<file path="src/rtl/lifo_arbiter.sv">
// Round-robin arbiter that serialises push/pop requests from NUM_REQ clients
// onto a single shared LIFO, tracking its occupancy and flagging desync.
module lifo_arbiter #(
  parameter int NUM_REQ   = 2,
  parameter int DATA_W    = 10,
  parameter int LIFO_SIZE = 6
) (
  input  logic                           clock,
  input  logic                           reset,
  input  logic [NUM_REQ-1:0]             req_valid,
  input  logic [NUM_REQ-1:0]             req_op,
  input  logic [NUM_REQ*DATA_W-1:0]      req_data,
  output logic [NUM_REQ-1:0]             req_ready,
  output logic [NUM_REQ-1:0]             rsp_valid,
  output logic [DATA_W-1:0]              rsp_data,
  output logic                           rsp_err,
  output logic [$clog2(LIFO_SIZE+1)-1:0] occupancy,
  output logic                           sync_err,
  output logic                           lifo_write,
  output logic                           lifo_read,
  output logic [DATA_W-1:0]              lifo_datain,
  input  logic [DATA_W-1:0]              lifo_dataout,
  input  logic                           lifo_val,
  input  logic                           lifo_full
);

  localparam int OCC_W = $clog2(LIFO_SIZE + 1);
  localparam int ID_W  = (NUM_REQ > 1) ? $clog2(NUM_REQ) : 1;

  typedef enum logic [1:0] {IDLE, ISSUE, RESP} state_t;

  state_t              state, state_nxt;
  logic [ID_W-1:0]     rr_ptr, id, winner, cand;
  logic                found, op, err;
  logic [DATA_W-1:0]   data;
  logic                accept;

  // First valid requester at or after the RR pointer, wrapping around.
  always_comb begin
    found  = 1'b0;
    winner = '0;
    cand   = '0;
    for (int unsigned k = 0; k < NUM_REQ; k++) begin
      cand = ID_W'((32'(rr_ptr) + k) % unsigned'(NUM_REQ));
      if (!found && req_valid[cand]) begin
        found  = 1'b1;
        winner = cand;
      end
    end
  end

  assign accept = (state == IDLE) && found;

  always_ff @(posedge clock or negedge reset) begin
    if (!reset) state <= IDLE;
    else        state <= state_nxt;
  end

  always_comb begin
    state_nxt = state;
    case (state)
      IDLE:    if (found) state_nxt = ISSUE;
      ISSUE:   state_nxt = RESP;
      RESP:    state_nxt = IDLE;
      default: state_nxt = IDLE;
    endcase
  end

  always_ff @(posedge clock or negedge reset) begin
    if (!reset) begin
      rr_ptr    <= '0;
      id        <= '0;
      op        <= 1'b0;
      err       <= 1'b0;
      data      <= '0;
      occupancy <= '0;
      sync_err  <= 1'b0;
    end else begin
      if (accept) begin
        id     <= winner;
        op     <= req_op[winner];
        data   <= req_data[32'(winner)*DATA_W +: DATA_W];
        rr_ptr <= (winner == ID_W'(NUM_REQ - 1)) ? '0 : winner + ID_W'(1);
        err    <= req_op[winner] ? (occupancy == '0)
                                 : (occupancy == OCC_W'(LIFO_SIZE));
      end
      if (state == ISSUE && !err)
        occupancy <= op ? occupancy - OCC_W'(1) : occupancy + OCC_W'(1);
      // Desync: full flag vs count when idle, or a pop that returned no data.
      if ((state == IDLE && (lifo_full != (occupancy == OCC_W'(LIFO_SIZE)))) ||
          (state == RESP && !err && op && !lifo_val))
        sync_err <= 1'b1;
    end
  end

  always_comb begin
    req_ready   = '0;
    rsp_valid   = '0;
    rsp_data    = '0;
    rsp_err     = 1'b0;
    lifo_write  = 1'b0;
    lifo_read   = 1'b0;
    lifo_datain = '0;
    case (state)
      IDLE: if (found && reset) req_ready[winner] = 1'b1;
      ISSUE: if (!err) begin
        lifo_write  = !op;
        lifo_read   = op;
        lifo_datain = data;
      end
      RESP: begin
        rsp_valid[id] = 1'b1;
        rsp_err       = err;
        if (!err && op) rsp_data = lifo_dataout;
      end
      default: ;
    endcase
  end

endmodule

</file>
<file path="config.mk">
export PLATFORM = sky130hd
export DESIGN_NAME = lifo_arbiter
export DESIGN_NICKNAME = d
export VERILOG_FILES = /design/src/rtl/lifo_arbiter.sv
export SDC_FILE = /design/constraint.sdc
export NUM_CORES = 1
export LEC_CHECK = 0
export BUFFER_PORTS_ARGS = -buffer_cell sky130_fd_sc_hd__buf_2
export CAP_MARGIN = 30
export CORE_UTILIZATION = 42
export CTS_BUF_LIST = sky130_fd_sc_hd__clkbuf_4 sky130_fd_sc_hd__clkbuf_8 sky130_fd_sc_hd__clkbuf_16
export CTS_CLUSTER_DIAMETER = 150
export CTS_CLUSTER_SIZE = 10
export DETAILED_ROUTE_END_ITERATION = 8
export PLACE_DENSITY = 0.81
export SYNTH_ARGS = -nofsm -noshare
export SYNTH_HDL_FRONTEND = slang
export SYNTH_SLANG_ARGS = --single-unit
</file>
<file path="constraint.sdc">
create_clock -name clock -period 1.8 [get_ports clock]
set_input_delay 0.27 -clock clock [delete_from_list [all_inputs] [get_ports clock]]
set_output_delay 0.27 -clock clock [all_outputs]
set_load 0.03 [all_outputs]
</file>
==> results.yml <==
synthesis:
  ys_seq_area_share_pct: 44.2
  ys_ff_latch: 20
  async_flop_share_pct: 100
  yosys_warnings: 0
  synth_area_leaders: "dfrtp_1 44%, a21o_1 7.9%, a22o_1 7.7%, and2_1 7.2%, and3_1 5.5%"
  synth.top_cells.by_count: "20 x dfrtp_1, 13 x and2_1, 12 x a21o_1"
  synth_area_mm2: 0.00113
  synth_top_area_share_pct: 44.2
  ys_types: 30
  ys.flop_type: "dfrtp_1"
  synth_edf_count: 0
  synth_largest_area_cell: "dfrtp_1"
  syn_area_per_cell_um2: 9.94
  yosysMostFrequentCell: "dfrtp_1"
  netlist_instances: 114
  syn_nets: 153
min_path:
  hp-start: "req_data[1]"
  whs_endpoint: "data[1]"
  min_path_type: "input port to register"
  min_path_cells: 2
clock_tree:
  cts_tree: "yes"
  worstSkewPairLatency_ns: 0.30
  numCtsBuffers: 3
  cts_sinks: 20
  root_buffer: "clkbuf_4"
  clock_path_buffers: 2
  htreeDepth: 1
  clkSlewWorstSetupHoldPaths_ns: 0.12
grt:
  gr-max-usage-layer: "met2"
  grt_max_degree: 19
  use_met3_pct: 1.98
  gr-usage-met1_pct: 27.8
  grtUsageMet2_pct: 43.6
  grt.total_usage_pct: 23.4
  grt.overflow.total: 0
  grt_pass1_vias: 1089
  antenna_found_initial: 0
  grt_pass1_wl_um: 4750
critical_path:
  rr_worst_depth: 6
  r2r_slack_ns: 0.28
  critPathSlowestCell: "dfrtp_1"
  critical_path.cell_chain: "and2b_4 -> nor4_4 -> and2_1 -> buf_6"
  worstSetupStartpointType: "register"
  r2r-start: "rr_ptr"
  path_class: "register to output port"
  crit_required_ns: 1.53
  critical_path.top_delay_family: "simple AND/OR/NAND/NOR gates"
  crit_path_max_fanout: 3
  timing.critical_path.buf_inv: 1
  r2r-end: "data[5]"
  setup.worst_path.end_class: "output port"
  cp.arrival_ns: 1.52
  max_stage_delay_ns: 0.36
detailed_routing:
  drtIter0Drc: 23
  vias: 1176
  drt_wl_total_um: 3250
  route.detailed.drc: 0
  wl_per_cell_um: 14.4
  dr.pass1.iters: 4
  via_per_inst: 5.20
  detail-route-antenna-nets: 0
power:
  ir_drop_mv: 1.16
  power_density_mw_per_mm2: 1810
  p_leak_nw: 1.01
placement:
  placed_cells: 212
  port_buffers: 68
  globalplace.congestion: 0.822
  post-place-ws_ns: 0.161
  dpl.hpwl_um: 2290
  placed_area_mm2: 0.00151
final_layout:
  final_layout_size_suffix_gt1_share_pct: 51.0
  syn_to_final_growth_pct: 51.3
  n_antenna_cell: 0
  post-route-util_pct: 68.0
  fin_cells: 226
  fin_nets: 236
  stdcell_area_mm2: 0.00172
timing:
  hold_viol_final: 0
  fin_ws_ns: 0.0133
  worstMarginPinSlew_ns: 0.287
  min_period_ns: 1.79
  max_slew_margin_pct: 80.8
  setup_viol: 0
  max_freq_mhz: 560
  slew_viol_final: 0
  finalCritPeriodShare_pct: 99.3
  finalClockSkew_ns: 0.00235
  rsz0062_at_grt: "yes"
floorplanning:
  fp.dieH_um: 54.0
  fp.coreArea_mm2: 0.00252
  die_w_um: 54.0
  ios: 69
  rows: 18
  initial_core_util_pct: 44.9
  die-area_mm2: 0.00291
status:
  status: "complete, no violations"
run:
  maxCapViolCount: 0
[sequential cells by signal, indices dropped and copies added, names as in the netlist]
signal     cells
state          2
op             1
err            1
occupancy      3
id             1
data          10
sync_err       1
rr_ptr         1
[final cells by class]
class | count | area [um2]
Multi-Input combinational cell | 81 | 603
Clock inverter | 1 | 30.0
Sequential cell | 20 | 503
Inverter | 9 | 36.3
Timing Repair Buffer | 82 | 483
Clock buffer | 3 | 22.5
Fill cell | 208 | 807
Tap cell | 30 | 37.5
[per-stage QoR]
step	hold slack, ns	total power, mW	setup TNS (ns)
5_1_grt	0.142	3.29	-0.0590
2_1_floorplan	-0.0256	2.00	0
6_report	0.160	3.10	0
4_1_cts	0.152	2.89	0
3_5_place_dp	0.129	2.42	0
3_3_place_gp	0.129	2.34	0
[placed cells by master (no fill, tap or decap), types with 2 or more instances in the layout]
cell | Yosys | final
nand2b_4 | 0 | 2
dfrtp_2 | 0 | 2
nor2_1 | 7 | 7
nor3_1 | 2 | 2
nand2_2 | 0 | 2
buf_6 | 2 | 2
inv_1 | 8 | 7
buf_4 | 0 | 13
clkbuf_4 | 0 | 6
and2_1 | 13 | 13
a22o_1 | 10 | 10
nor2_4 | 1 | 3
nand2_1 | 4 | 2
dfrtp_1 | 20 | 18
and3_1 | 10 | 10
xnor2_1 | 4 | 4
a21o_1 | 12 | 12
buf_2 | 2 | 62
[power by group]
group	internal (mW)	leakage [nW]	switching [mW]
logic	0.820	0.739	1.06
registers	0.666	0.240	0.187
clock network	0.225	0.0279	0.144
[worst max path at each step]
stage	end	slack (ns)	cells after the start	startpoint
2_1_floorplan	req_ready[0]	0.23	5	state[1]
3_3_place_gp	rsp_data[3]	0.23	4	state[0]
3_5_place_dp	rsp_data[3]	0.16	4	state[0]
4_1_cts	req_ready[1]	0.006	3	state[1]
5_1_grt	req_ready[1]	-0.05	4	rr_ptr
6_report	req_ready[1]	0.01	4	rr_ptr
[logic make-up after synthesis]
kind of cell               Yosys count  share of synthesized area, %
AOI/OAI and AO/OA                   31                          21.2
xor gates and xnor gates             4                          3.09
adders and majority gates            1                          1.77
buffers and inverters               14                          6.18
DFF                                 20                          44.2
and+or+nand+nor                     44                          23.6
[repair_timing]
action	4_1_cts	5_1_grt
gates resized for setup	10	12
cloned	1	0
hold buffers	1	0
pin swaps	0	3
setup buffers	0	8
hold endpoints to repair	7	0
setup endpoints to repair	21	20
[metal layers]
layer,vias to the layer above,wire (um)
met2,69,1660
met3,2,249
met1,545,1330
met5,-,0
li1,560,-
met4,0,19
No activity file was read; power rests on OpenSTA's default activity.
